### config.mk
export PLATFORM = sky130hd
export DESIGN_NAME = fsm_test_sequencer
export DESIGN_NICKNAME = d
export VERILOG_FILES = /design/src/rtl/fsm_test_sequencer.sv
export SDC_FILE = /design/constraint.sdc
export NUM_CORES = 1
export LEC_CHECK = 0
export BUFFER_PORTS_ARGS = -buffer_cell sky130_fd_sc_hd__buf_2
export CAP_MARGIN = 20
export CORE_ASPECT_RATIO = 1.5
export CORE_UTILIZATION = 60
export DETAILED_ROUTE_END_ITERATION = 10
export HOLD_SLACK_MARGIN = 0.03
export PLACE_DENSITY = 0.86
export SKIP_CTS_REPAIR_TIMING = 1
export SYNTH_ARGS = -nofsm -noshare
export SYNTH_HDL_FRONTEND = slang
export SYNTH_SLANG_ARGS = --single-unit
### constraint.sdc
create_clock -name TCK -period 4.1 [get_ports TCK]
set_clock_uncertainty 0.05 [all_clocks]
set_input_delay 1.025 -clock TCK [delete_from_list [all_inputs] [get_ports TCK]]
set_output_delay 1.025 -clock TCK [all_outputs]
set_load 0.05 [all_outputs]
### src/rtl/fsm_test_sequencer.sv
// fsm_test_sequencer: replays a 16-entry {stimulus, expected} program into an FSM under test
// and scores its outputs with a one-cycle-delayed compare.
module fsm_test_sequencer (
    input  logic       TCK,
    input  logic       RESET,
    input  logic       wr_en,
    input  logic [3:0] wr_addr,
    input  logic [3:0] wr_x,
    input  logic [3:0] wr_y,
    input  logic [3:0] last_idx,
    input  logic       start,
    output logic [3:0] dut_x,
    output logic       dut_rst,
    input  logic [3:0] dut_y,
    output logic       busy,
    output logic       done,
    output logic       pass,
    output logic [4:0] err_cnt,
    output logic [3:0] first_err_idx,
    output logic [3:0] first_err_y,
    output logic       first_err_vld
);
    typedef enum logic [1:0] {IDLE, RUN, FLUSH, DONE} state_t;
    state_t     state;
    logic [7:0] mem [16];
    logic [3:0] idx, last, cmp_idx;
    logic       cmp_en, mism;

    // program memory survives RESET; only the controller state is cleared
    always_ff @(posedge TCK)
        if (wr_en && state == IDLE) mem[wr_addr] <= {wr_x, wr_y};

    // idx parks on last in FLUSH, so the FLUSH compare reuses it directly
    assign cmp_en  = (state == RUN && idx != 4'd0) || state == FLUSH;
    assign cmp_idx = state == FLUSH ? idx : idx - 4'd1;
    assign mism    = cmp_en && dut_y != mem[cmp_idx][3:0];
    assign dut_x   = state == RUN ? mem[idx][7:4] : 4'd0;

    always_ff @(posedge TCK or posedge RESET)
        if (RESET) begin
            state         <= IDLE;
            idx           <= 4'd0;
            last          <= 4'd0;
            dut_rst       <= 1'b1;
            busy          <= 1'b0;
            done          <= 1'b0;
            pass          <= 1'b0;
            err_cnt       <= 5'd0;
            first_err_vld <= 1'b0;
            first_err_idx <= 4'd0;
            first_err_y   <= 4'd0;
        end else begin
            if (mism) begin
                err_cnt <= err_cnt + 5'd1;
                if (!first_err_vld) begin
                    first_err_vld <= 1'b1;
                    first_err_idx <= cmp_idx;
                    first_err_y   <= dut_y;
                end
            end
            case (state)
                IDLE:
                    if (start) begin
                        state         <= RUN;
                        idx           <= 4'd0;
                        last          <= last_idx;
                        err_cnt       <= 5'd0;
                        first_err_vld <= 1'b0;
                        first_err_idx <= 4'd0;
                        first_err_y   <= 4'd0;
                        pass          <= 1'b0;
                        dut_rst       <= 1'b0;
                        busy          <= 1'b1;
                    end
                RUN:
                    if (idx == last) state <= FLUSH;
                    else idx <= idx + 4'd1;
                FLUSH: begin
                    state   <= DONE;
                    pass    <= err_cnt == 5'd0 && !mism;
                    busy    <= 1'b0;
                    done    <= 1'b1;
                    dut_rst <= 1'b1;
                end
                DONE: begin
                    state <= IDLE;
                    done  <= 1'b0;
                end
            endcase
        end
endmodule

==> impl_results.md <==
- Status: finished clean
- Final Cycle Share: 92.5%
- Startpoint Class: register
- Post-synth EDFFs: 128
- Initial Util: 61.4%
- Comb pwr share: 44.5%
- All-Layer GR Usage: 27.3%
- Crit Path Class: reg2out
- Top cells by area, synth: edfxtp_1 (52%), dfrtp_1 (9.2%), mux2i_1 (7.8%), mux4_2 (7.4%), o22ai_1 (3.1%)
- Mux cell area share after synthesis: 16.7%
- Unique masters post-synth: 54
- Fin area: 0.00825 mm^2
- Power Total: 6.19 mW
- Static leakage: 2.98 nW
- Num ports: 46
- Synth Area per Inst: 14.8 um^2
- Layout cells sized above 1: 25.2%
- Max-slew violation count: 0
- Gp weighted congestion: 0.843
- Synth Flop Type: edfxtp_1
- Core ar.: 0.0120 mm^2
- Number of global-route vias before repair: 4574
- Initial antenna violation count: 0
- Synth top area share: 52.4%
- Largest net degree at the start of global routing: 41
- P_int: 3.77 mW
- CTS tree: yes
- Minimum clock period: 3.79 ns
- Cell Rows: 49
- Worst path required time: 3.02 ns
- Synth Area in Simple Gates: 8.15%
- Total Wirelength: 16400 um
- Clock transition at path regs: 0.07 ns
- Die Ht: 137 um
- Main combinational cell family by area after synthesis: multiplexers
- # port buffers: 45
- 1st-iter DRT viols: 502
- CP arrival: 2.72 ns
- Commonest non-fill, non-tap cell in the layout: edfxtp_1
- Post-synth ARST share: 17.9%
- # H-tree levels: 4
- Multi-input gate area: 0.00259 mm^2
- XOR/XNOR Fraction of Synth Area: 1.65%
- Number of CTS-inserted buffers: 17
- Placed insts: 675
- Non-filler cells in the finished layout: 709
- PD cells: 750 mW/mm^2
- Sequential Power Share: 32.4%
- Clk Latency, worst-skew pair: 0.43 ns
- Flops & latches, synth: 156
- Deepest clock path buffer count: 2
- RR Startpoint: idx[1]
- Nature of the critical path endpoint: output port
- Worst Tran Pin Value: 1.10 ns
- # clock sinks: 156
- Critical Path Start: idx[0]
- Final setup TNS: 0 ns
- Hold_sp: done
- First-pass GRT wire length: 25000 um
- Final Setup Violations: 0
- Fillers: 781
- Switching share of power: 39.0%
- Layout area overhead: 12.4%
- First drt pass iteration count: 5
- Placed cell area: 0.00767 mm^2
- Diode count: 0
- Placed wire-length estimate: 10600 um
- Most frequent cells in the layout: edfxtp_1 (128), mux2i_1 (57), buf_2 (45)
- RSZ-0062 raised after global routing: no
- Final hold violation count: 0
- Root Driver: clkbuf_16
- Largest area contributor in the netlist: edfxtp_1
- Fraction of the mapped netlist area in adder cells: 1.36%
- Worst hold path class: reg2reg
- Die X: 92.3 um
- DRC: 0
- Achievable clock frequency: 0.264 GHz
- Max-cap violations: 0
- Finished Core Util: 69.0%
- Via density: 6.54
- Final ANT Viol Nets: 0
- Compound-Gate Fraction of Synth Area: 7.49%
- Net switching power figure: 2.41 mW
- VDD IR-drop max: 378 uV
- Die ar.: 0.0127 mm^2
- Via count: 4639
- Mapped Cells: 495
- Area occupied by registers: 0.00455 mm^2
- Part of the power in the clock network: 23.0%
- Nets: 575
- Yosys warns: 0
- Overflow after GRT: 0
- Register area share after synthesis: 62.0%
- Maximum net fanout on the critical path: 40
- Avg WL per Cell: 23.1 um
- Synthesized Nets: 527
- Post-synthesis cell area: 0.00734 mm^2
- Slew headroom: 26.7%
cells by family after synthesis:
family | count (synthesis)
adders and majority gates | 8
AOI/OAI and AO/OA | 74
buffers and inverters | 37
DFF | 156
muxes | 91
and+or+nand+nor | 116
xor gates and xnor gates | 13
power by group through the flow:
stage | logic, mW | registers [mW] | clock network [mW]
after global placement | 2.62 | 2.03 | 0
after global routing | 2.93 | 2.02 | 1.49
after CTS | 2.73 | 2.00 | 1.44
after detailed placement | 2.70 | 2.04 | 0
after floorplan | 2.05 | 2.20 | 0
final | 2.75 | 2.01 | 1.43
worst max-delay path, cell delays in order, from the launching register on:
cell,delay [ns]
dfrtp_2,0.35
buf_4,0.49
mux4_2,0.59
mux4_2,0.47
and2_1,0.17
buf_2,0.21
through the flow:
step / setup slack [ns] / hold WS (ns)
after CTS: 0.280 / 0.449
after global routing: 0.197 / 0.460
after floorplan: 0.338 / 0.451
after global placement: 0.650 / 0.422
final: 0.307 / 0.448
after detailed placement: 0.485 / 0.433
worst paths after layout:
check,end,slack (ns),cells past startpoint
max in group asynchronous,dut_rst,3.02,3
worst min-delay path,done,0.45,2
worst max-delay path,dut_x[0],0.31,5
worst min register to register,done,0.45,2
worst max register to register,first_err_idx[3],0.36,10
min in group asynchronous,first_err_y[3],0.49,2
layout make-up:
cell class,count,area share [%]
timing repair buffer,58,4.20
clock buffer,17,5.16
multi-input combinational,302,31.4
tap,153,2.32
inverter,8,0.364
sequential,156,55.1
clock inverter,15,1.40
synthesized netlist by cell type, drive strengths merged, types with 3 or more instances:
master	number
nor2	29
or2	7
ha	8
and2	5
nand2	29
o21ai	4
nor2b	4
inv	8
xor2	4
edfxtp	128
a21oi	10
mux2i	57
mux2	10
nand3	3
dfrtp	27
a211oi	3
nor3	6
clkbuf	7
nand4	7
mux4	24
nand2b	16
buf	22
xnor2	9
o22ai	36
o211ai	3
o221ai	3
layer usage:
layer	GRT usage [%]	up-vias	routed length, um
met4	13.5	0	583
met5	0	-	0
met2	47.0	270	8680
met3	6.02	57	1280
met1	32.5	2281	5860
li1	-	2031	-
sequential cells by signal, summed over array words and instances (netlist names):
signal / cells
busy: 1
done: 1
dut_rst: 1
err_cnt: 5
first_err_idx: 4
first_err_vld: 1
first_err_y: 4
idx: 4
last: 4
mem: 128
pass: 1
state: 2
(Power assumes the default switching activity.)
